`config.mk`:
```
export PLATFORM = sky130hd
export DESIGN_NAME = reg_mux_n
export DESIGN_NICKNAME = d
export VERILOG_FILES = /design/src/rtl/mips_mux_pkg.sv /design/src/rtl/reg_mux_n.sv
export SDC_FILE = /design/constraint.sdc
export NUM_CORES = 1
export LEC_CHECK = 0
export ABC_AREA = 0
export ABC_CLOCK_PERIOD_IN_PS = 2550
export BUFFER_PORTS_ARGS = -buffer_cell sky130_fd_sc_hd__buf_2
export CORE_MARGIN = 3
export CORE_UTILIZATION = 43
export DETAILED_ROUTE_END_ITERATION = 10
export GPL_TIMING_DRIVEN = 0
export PLACE_DENSITY = 0.81
export SLEW_MARGIN = 20
export SYNTH_ARGS = -nofsm -noshare
export SYNTH_HDL_FRONTEND = slang
export SYNTH_SLANG_ARGS = --single-unit
```
`constraint.sdc`:
```
create_clock -name clk -period 2.55 [get_ports clk]
set_clock_uncertainty 0.1 [all_clocks]
set_input_delay 0.51 -clock clk [delete_from_list [all_inputs] [get_ports clk]]
set_output_delay 0.51 -clock clk [all_outputs]
set_load 0.02 [all_outputs]
```
`src/rtl/mips_mux_pkg.sv`:
```
// Shared constants and helpers for the registered channel multiplexer family.
package mips_mux_pkg;

  localparam int DATA_W_DEFAULT = 32;
  localparam int ERR_CNT_W      = 8;

  // Select width for an n-way choice; a 1- or 2-way choice still needs one bit.
  function automatic int clog2_min1(input int n);
    return (n <= 2) ? 1 : $clog2(n);
  endfunction

endpackage

```
`src/rtl/reg_mux_n.sv`:
```
// N-way channel multiplexer with a single-entry valid/ready output register
// and sticky/saturating error reporting for out-of-range selects.
module reg_mux_n
  import mips_mux_pkg::*;
#(
  parameter  int WIDTH = DATA_W_DEFAULT,
  parameter  int N     = 3,
  localparam int SEL_W = clog2_min1(N)
) (
  input  logic                 clk,
  input  logic                 rst_n,
  input  logic [N*WIDTH-1:0]   in_data,
  input  logic [SEL_W-1:0]     sel,
  input  logic                 in_valid,
  output logic                 in_ready,
  output logic [WIDTH-1:0]     out_data,
  output logic                 out_valid,
  input  logic                 out_ready,
  output logic                 sel_err,
  output logic [ERR_CNT_W-1:0] err_cnt,
  input  logic                 err_clr
);

  logic [WIDTH-1:0]     out_data_q, out_data_d;
  logic                 out_valid_q, out_valid_d;
  logic                 sel_err_q, sel_err_d;
  logic [ERR_CNT_W-1:0] err_cnt_q, err_cnt_d;
  logic                 accept, err_event;

  function automatic logic sel_in_range(input logic [SEL_W-1:0] s);
    return int'(s) < N;
  endfunction

  // Out-of-range selects match no channel and fall through to zero.
  function automatic logic [WIDTH-1:0] pick_channel(input logic [N*WIDTH-1:0] data,
                                                    input logic [SEL_W-1:0]   s);
    logic [WIDTH-1:0] result;
    // NOTE: blocking assignments inside functions/always_comb model wires, not state.
    result = '0;
    for (int k = 0; k < N; k++) begin
      if (s == SEL_W'(k)) result = data[k*WIDTH +: WIDTH];
    end
    return result;
  endfunction

  assign in_ready  = !out_valid_q || out_ready;
  assign accept    = in_valid && in_ready;
  assign err_event = accept && !sel_in_range(sel);

  always_comb begin
    // NOTE: every always_comb output gets a default first so no latch is inferred.
    out_data_d  = out_data_q;
    out_valid_d = out_valid_q;
    sel_err_d   = sel_err_q;
    err_cnt_d   = err_cnt_q;

    if (accept) begin
      out_data_d  = pick_channel(in_data, sel);
      out_valid_d = 1'b1;
    end else if (out_ready) begin
      out_valid_d = 1'b0;
    end

    if (err_clr) begin
      sel_err_d = err_event;
      err_cnt_d = err_event ? ERR_CNT_W'(1) : '0;
    end else if (err_event) begin
      sel_err_d = 1'b1;
      if (err_cnt_q != '1) err_cnt_d = err_cnt_q + ERR_CNT_W'(1);
    end
  end

  // NOTE: out_data is reset too, so the output is defined zero from reset onward.
  always_ff @(posedge clk or negedge rst_n) begin
    if (!rst_n) begin
      out_data_q  <= '0;
      out_valid_q <= 1'b0;
      sel_err_q   <= 1'b0;
      err_cnt_q   <= '0;
    end else begin
      out_data_q  <= out_data_d;
      out_valid_q <= out_valid_d;
      sel_err_q   <= sel_err_d;
      err_cnt_q   <= err_cnt_d;
    end
  end

  assign out_data  = out_data_q;
  assign out_valid = out_valid_q;
  assign sel_err   = sel_err_q;
  assign err_cnt   = err_cnt_q;

endmodule

```
==> After elaboration in Yosys (flattened, before gate mapping) <==
Index checks and enable logic that the tools add are counted.
{ "word_totals": {"wordCells": 30, "register_bits": 42, "input_bits": 103, "output_inout_bits": 43} }
{ "classes": {"n_eq_ne": 3, "order_cmp": 1, "addsub": 1, "n_mux": 11, "reduce_logical": 10} }
{ "ops": {"columns": ["cell", "n"], "rows": [
  ["$mux W32", 3],
  ["$mux W8", 3],
  ["$add A8 B1 Y8 const B", 1],
  ["$ne A8 B8 Y1 const B", 1],
  ["$reduce_bool A2 Y1", 3],
  ["$mux W1", 5],
  ["$eq A2 B1 Y1 const B", 1],
  ["$eq A2 B2 Y1 const B", 1],
  ["$logic_and A1 B1 Y1", 2],
  ["$logic_not A1 Y1", 2],
  ["$logic_not A2 Y1", 1],
  ["$lt A2 B2 Y1 const B", 1],
  ["$reduce_and A2 Y1", 1],
  ["$logic_or A1 B1 Y1", 1]
]} }

==> Depth between registers and ports, before layout <==
Gate-level depths: netlist (run 1).
{ "logic_depth": {"word_depth": 6, "ltp_mapped": 6, "mapped_depth_nobuf": 5} }

==> Worst setup path after synthesis (run 1) <==
Ideal clock, no wire load.
{ "synth_timing": {"path_type": "reg2reg", "startpoint": "register err_cnt_q[0], in the netlist err_cnt[0]", "endpoint": "register err_cnt_q[4], in the netlist err_cnt[4]", "t_required_ns": 2.372, "arrival_ns": 1.790, "path_stages_with_launch": 6, "path_buffers": 0, "path_slack_ns": 0.582, "synth_period_minus_slack_ns": 1.968, "setup_ns": 0.078, "cell_sequence": "dfrtp_1 -> ha_1 -> inv_1 -> or4_4 -> or4_1 -> a21oi_1"} }
{ "synth_between": {"elab_chain_len": 4, "elab_cells_between_ends": 7, "classes_between": "1 x add/sub; 1 x eq/ne; 3 x mux; 2 x reduce/logical"} }
{ "synth_lines": {"columns": ["element", "line_no", "rtl"], "rows": [
  ["from (decl)", "reg_mux_n.sv:27", "logic [ERR_CNT_W-1:0] err_cnt_q, err_cnt_d;"],
  ["from (signal assigned)", "reg_mux_n.sv:84", "err_cnt_q <= err_cnt_d;"],
  ["$add A8 B1 Y8", "reg_mux_n.sv:69", "if (err_cnt_q != '1) err_cnt_d = err_cnt_q + ERR_CNT_W'(1);"],
  ["$mux W8", "reg_mux_n.sv:69", null],
  ["$mux W8", "reg_mux_n.sv:67", "end else if (err_event) begin"],
  ["$mux W8", "reg_mux_n.sv:64", "if (err_clr) begin"]
]} }
Several ways; a longest one is shown, not always the timed one. The select of a mux whose other input is x is not followed.
A chain may end at the register's enable or synchronous reset.

==> Worst setup path after layout (run 1) <==
Ends and elaborated chain as after synthesis.

==> flow_summary.yaml, run 1 <==
clock_network:
  htreeDepth: 2
  postCtsHoldBufs: 0
  cts_resized: 0
  cts_num_sinks: 42
  path_clk_slew_ps: 80
  clock_latency_ps: 280
  cts_tree: "built"
  post-cts-setup-buffers: 0
  root_buffer: "clkbuf_8"
  cts_buffers: 5
  cts_max_path_buffers: 2
grt:
  grt_max_degree: 43
  gr-total-overflow: 0
  grt_pass1_vias: 2357
  grt_use_total_pct: 21.0
  grt_first_pass_wirelength_mm: 10.7
  antenna_found_initial: 0
finish:
  area_growth_pct: 38.9
  antennaDiodeCount: 0
  final_cell_mix: "buf_2, dfrtp_1, nand2_1"
  drive_gt1_share_pct: 37.4
  nets: 525
  final_common_cell: "buf_2"
setup_path:
  startpoint_type: "register"
  cp.arrival_ps: 2100
  worstPathRequired_ps: 2660
  critical_path.endpoint_type: "register"
  crit_fanout: 6
  worstSetupPathType: "reg -> reg"
placement:
  gp_congestion: 0.842
  pre_cts_ws_ps: 486
  io_buffers: 142
  dpl.hpwl_mm: 5.24
die:
  rows: 26
  fp.dieW_um: 79.6
  start_util_pct: 45.0
  die_h_um: 79.6
  core_area_sq_mm: 0.00517
  pin_count: 146
  dieArea_sq_mm: 0.00633
logic_synthesis:
  syn_area_sq_mm: 0.00233
  syn_inst: 272
  yosysSeqAreaShare_pct: 45.2
  synth_cell_types: 31
  yosys_most_used_dff: "dfrtp_1"
  ys_async_sr_fraction_pct: 100
  synth-seq-cells: 42
  synth_area_per_cell_sq_um: 8.56
  synth_edf_count: 0
  synth_nets: 376
  yosysWarnings: 0
power:
  internal-power_w: 0.00122
  swShare_pct: 30.4
  p_clk_share_pct: 28.9
  p_leak_nw: 1.74
  comb_power_share_pct: 26.5
  ir_drop_v: 0.000298
  power_density_mw_per_mm2: 540
  seq_power_share_pct: 44.6
  finalPower_w: 0.00175
  power.switching_w: 0.000530
route:
  drtPass1Iterations: 4
  via_per_inst: 5.08
  vias: 2499
  wirelength_mm: 6.69
  wl_per_cell_um: 13.6
  ant_nets: 0
  drc: 0
  drt-initial-drc-count: 70
timing:
  fin_crit_ps: 1990
  hold_viol_final: 0
  worst_pin_slew_ps: 903
  period_share_pct: 77.9
  setup_ws_ps: 563
  fmax_mhz: 503
  fin_setup_tns_ps: 0
  maxSlewHeadroom_pct: 39.8
  setup_violations: 0
  rsz0062_at_grt: "false"
  slew_violations: 0
status:
  status: "finished clean"
worst_hold_path:
  hold_path.class: "in -> async"
job:
  max_cap_viol_count: 0
-- power by group through the flow --
stage | Sequential [W] | Clock, W | Combinational [W]
2_1_floorplan | 0.000885 | 0 | 0.000161
3_5_place_dp | 0.000791 | 0 | 0.000468
4_1_cts | 0.000778 | 0.000518 | 0.000469
6_report | 0.000778 | 0.000504 | 0.000463
5_1_grt | 0.000788 | 0.000550 | 0.000512
3_3_place_gp | 0.000788 | 0 | 0.000456
-- cells by family (layout without fill, tap and decap cells) --
group                    after synthesis  in the layout  synth area share [%]
adder cells (fa/ha/maj)                1              1                 0.538
multiplexers                          34             34                  14.7
AO/OA/AOI/OAI                         76             76                  17.3
buffers and inverters                 24            174                  4.25
AND/OR/NAND/NOR                       95             95                  18.0
flip-flops                            42             42                  45.2
-- synthesized netlist by cell type (all sizes together), types with 2 or more instances --
| master | count | area [sq um] |
|---|---|---|
| a21oi | 35 | 175 |
| and3 | 2 | 12.5 |
| buf | 5 | 27.5 |
| clkbuf | 14 | 52.6 |
| dfrtp | 42 | 1050 |
| inv | 5 | 18.8 |
| mux2 | 2 | 22.5 |
| mux2i | 32 | 320 |
| nand2 | 41 | 156 |
| nand3 | 2 | 10.0 |
| nor2 | 34 | 128 |
| nor2b | 4 | 25.0 |
| nor3 | 2 | 10.0 |
| nor4 | 2 | 12.5 |
| o21ai | 35 | 175 |
| or3 | 2 | 17.5 |
| or4 | 3 | 26.3 |
-- flip-flops by register name (all words and copies together) (netlist names) --
| name | cells |
|---|---|
| err_cnt | 8 |
| out_valid | 1 |
| out_data | 32 |
| sel_err | 1 |
-- metal layers --
layer,wire (um),track usage [%],up-vias
li1,-,-,1236
met1,2730,25.2,1149
met2,3370,38.0,100
met3,496,4.85,14
met4,95,4.81,0
met5,0,0,-
-- final timing paths --
path | start | endpoint | slack (ps) | cells past startpoint
worst max register to register | err_cnt[0] | err_cnt[4] | 560 | 5
worst min-delay path | rst_n | err_cnt[6] | 250 | 1
max in group asynchronous | rst_n | out_data[12] | 1540 | 1
min in group clk | in_valid | out_valid | 360 | 3
worst max-delay path | err_cnt[0] | err_cnt[4] | 560 | 5
worst min register to register | out_data[14] | out_data[14] | 380 | 2
-- critical path: stages (launching register included) --
cell and delay (ps):
dfrtp_1 430, ha_1 190, inv_1 50, or4_4 560, or4_1 420, a21oi_1 160
-- per-stage QoR --
step	cell area [sq um]	cells	hold slack, ps	utilization, %
detailed placement	3130	484	365	60.4
global route	3230	492	309	62.5
global placement	3130	484	359	60.4
finish	3230	492	247	62.5
CTS	3230	492	283	62.5
floorplan	2330	272	114	-
-- final cells by class --
cell class                 count  area [sq um]
clock buffer                   7          76.3
tap                           70          87.6
clock inverter                 1          30.0
sequential                    42          1050
fill                         486          1940
multi-input combinational    206          1180
timing repair buffer         142           711
inverter                       5          18.8
buffer                        19          80.1
(Power assumes the default switching activity.)
==> run 2, diff against run 1 <==
--- a/config.mk
+++ b/config.mk
@@ -5,14 +5,14 @@
 export SDC_FILE = /design/constraint.sdc
 export NUM_CORES = 1
 export LEC_CHECK = 0
-export ABC_AREA = 0
-export ABC_CLOCK_PERIOD_IN_PS = 2550
+export ABC_AREA = 1
+export ABC_CLOCK_PERIOD_IN_PS = 1900
 export BUFFER_PORTS_ARGS = -buffer_cell sky130_fd_sc_hd__buf_2
 export CORE_MARGIN = 3
-export CORE_UTILIZATION = 43
+export CORE_UTILIZATION = 42
 export DETAILED_ROUTE_END_ITERATION = 10
 export GPL_TIMING_DRIVEN = 0
-export PLACE_DENSITY = 0.81
+export PLACE_DENSITY = 0.8
 export SLEW_MARGIN = 20
 export SYNTH_ARGS = -nofsm -noshare
 export SYNTH_HDL_FRONTEND = slang
==> constraint.sdc (replaced) <==
create_clock -name clk -period 1.9 [get_ports clk]
set_clock_uncertainty 0.1 [all_clocks]
set_input_delay 0.38 -clock clk [delete_from_list [all_inputs] [get_ports clk]]
set_output_delay 0.38 -clock clk [all_outputs]
set_load 0.02 [all_outputs]
==> flow_summary.yaml, run 2 <==
clock_network:
  htreeDepth: 2
  postCtsHoldBufs: 0
  cts_buffers: 5
  clock_latency_ps: 280
  path_clk_slew_ps: 80
  root_buffer: "clkbuf_8"
  post-cts-setup-buffers: 0
  cts_resized: 0
  cts_tree: "built"
  cts_num_sinks: 42
  cts_max_path_buffers: 2
logic_synthesis:
  syn_inst: 298
  yosysTopAreaCellShare_pct: 46.7
  synth_cell_types: 21
  yosysSeqAreaShare_pct: 46.7
  synth_edf_count: 0
  synth-seq-cells: 42
  ys_async_sr_fraction_pct: 100
  synth_nets: 402
  yosysMostFrequentCell: "nand2_1"
  yosys_most_used_dff: "dfrtp_1"
  synth_top_area_cell: "dfrtp_1"
  synthTopCellsByArea: "dfrtp_1, nand2_1, a31oi_1"
  synthTopCellsByCount: "nand2_1, dfrtp_1, nor2_1"
  syn_area_sq_mm: 0.00225
  synth_area_per_cell_sq_um: 7.56
  yosysWarnings: 0
setup_path:
  critical_path.endpoint_type: "output port"
  crit_fanout: 4
  rr_startpoint: "err_cnt[0]"
  startpoint_type: "register"
  reg2reg_slack_ps: 400
  reg2reg_depth: 7
  crit_start: "out_valid"
  cp.arrival_ps: 1060
  worstPathRequired_ps: 1420
  worstSetupPathType: "reg -> out"
  timing.rr.end: "err_cnt[5]"
  crit_path_end: "in_ready"
grt:
  grt_max_degree: 43
  grt_pass1_vias: 2570
  grt_first_pass_wirelength_mm: 11.5
  gr-total-overflow: 0
  grt_use_total_pct: 23.1
  antenna_found_initial: 0
route:
  vias: 2578
  wl_per_cell_um: 13.8
  ant_nets: 0
  drtPass1Iterations: 4
  via_per_inst: 4.95
  drt-initial-drc-count: 112
  drc: 0
  wirelength_mm: 7.19
timing:
  fin_crit_ps: 1540
  worst_pin_slew_ps: 936
  hold_viol_final: 0
  fin_setup_tns_ps: 0
  slew_violations: 0
  fmax_mhz: 648
  period_share_pct: 81.2
  rsz0062_at_grt: "false"
  setup_violations: 0
  maxSlewHeadroom_pct: 37.6
placement:
  gp_congestion: 0.819
  io_buffers: 145
  dpl.hpwl_mm: 5.60
die:
  start_util_pct: 43.8
  rows: 26
  die_h_um: 79.2
  fp.dieW_um: 79.2
  core_area_sq_mm: 0.00514
  pin_count: 146
  dieArea_sq_mm: 0.00628
finish:
  final_common_cell: "buf_2"
  final_cell_mix: "buf_2, nand2_1, dfrtp_1"
  antennaDiodeCount: 0
  largest_register_ffs: 32
  nets: 554
  final_core_util_pct: 61.8
  area_growth_pct: 41.0
  drive_gt1_share_pct: 39.7
status:
  status: "finished clean"
power:
  power_density_mw_per_mm2: 768
  p_leak_nw: 1.70
  ir_drop_v: 0.000490
  finalPower_w: 0.00244
job:
  max_cap_viol_count: 0
worst_hold_path:
  hold_path.class: "in -> async"
[run 2: changes by cell type after synthesis, sizes merged, moves of 4 or more]
cell,change
clkbuf,-14
nand3,+11
a31oi,+32
nand2,+57
nor2,+8
mux2i,-32
o21ai,-34
nor2b,-4
buf,+10
inv,+10
[run 2: per-stage QoR]
stage                     cells  hold WS, ps  worst slack [ps]  area [sq um]
final                       521          136               358          3180
after global routing        521          205               292          3180
after CTS                   521          173               368          3180
after detailed placement    513          376               387          3070
after global placement      513          386               453          3070
after floorplan             298        -15.6               462          2250
[run 2: power breakdown]
| group | switching (W) | leakage, nW | internal (W) |
|---|---|---|---|
| logic | 0.000428 | 1.14 | 0.000266 |
| clock network | 0.000302 | 0.0575 | 0.000367 |
| registers | 0.0000664 | 0.504 | 0.00101 |
[run 2: per-layer routing]
| metal | vias to the layer above | routed length [um] | share of wire (%) | GRT usage [%] |
|---|---|---|---|---|
| li1 | 1285 | - | - | - |
| met5 | - | 0 | 0 | 0 |
| met4 | 0 | 119 | 1.7 | 7.73 |
| met1 | 1174 | 2830 | 39 | 27.2 |
| met3 | 12 | 559 | 7.8 | 5.10 |
| met2 | 107 | 3680 | 51 | 41.2 |
[run 2: final cells by class]
| cell class | count | area, sq um |
|---|---|---|
| buffer | 15 | 92.6 |
| clock buffer | 8 | 110 |
| fill | 505 | 1960 |
| inverter | 16 | 60.1 |
| multi-input combinational | 225 | 1050 |
| sequential | 42 | 1050 |
| tap | 70 | 87.6 |
| timing repair buffer | 145 | 726 |
[run 2: logic make-up after synthesis]
logic type / after synthesis / synth area share, %
AO/OA/AOI/OAI: 68 / 17.1
XOR/XNOR: 2 / 0.778
adder cells (fa/ha/maj): 1 / 0.555
buffers and inverters: 31 / 6.78
flip-flops: 42 / 46.7
AND/OR/NAND/NOR: 154 / 28.1
[run 2: worst min-delay path by stage]
stage	end
after floorplan	err_cnt[0]
after global placement	sel_err
after detailed placement	sel_err
after CTS	out_data[27]
after global routing	err_cnt[2]
final	out_data[20]
[run 2: worst max-delay path: stages (launching register included)]
cell and delay [ps]:
dfrtp_1 400, nand2_1 180, buf_2 200
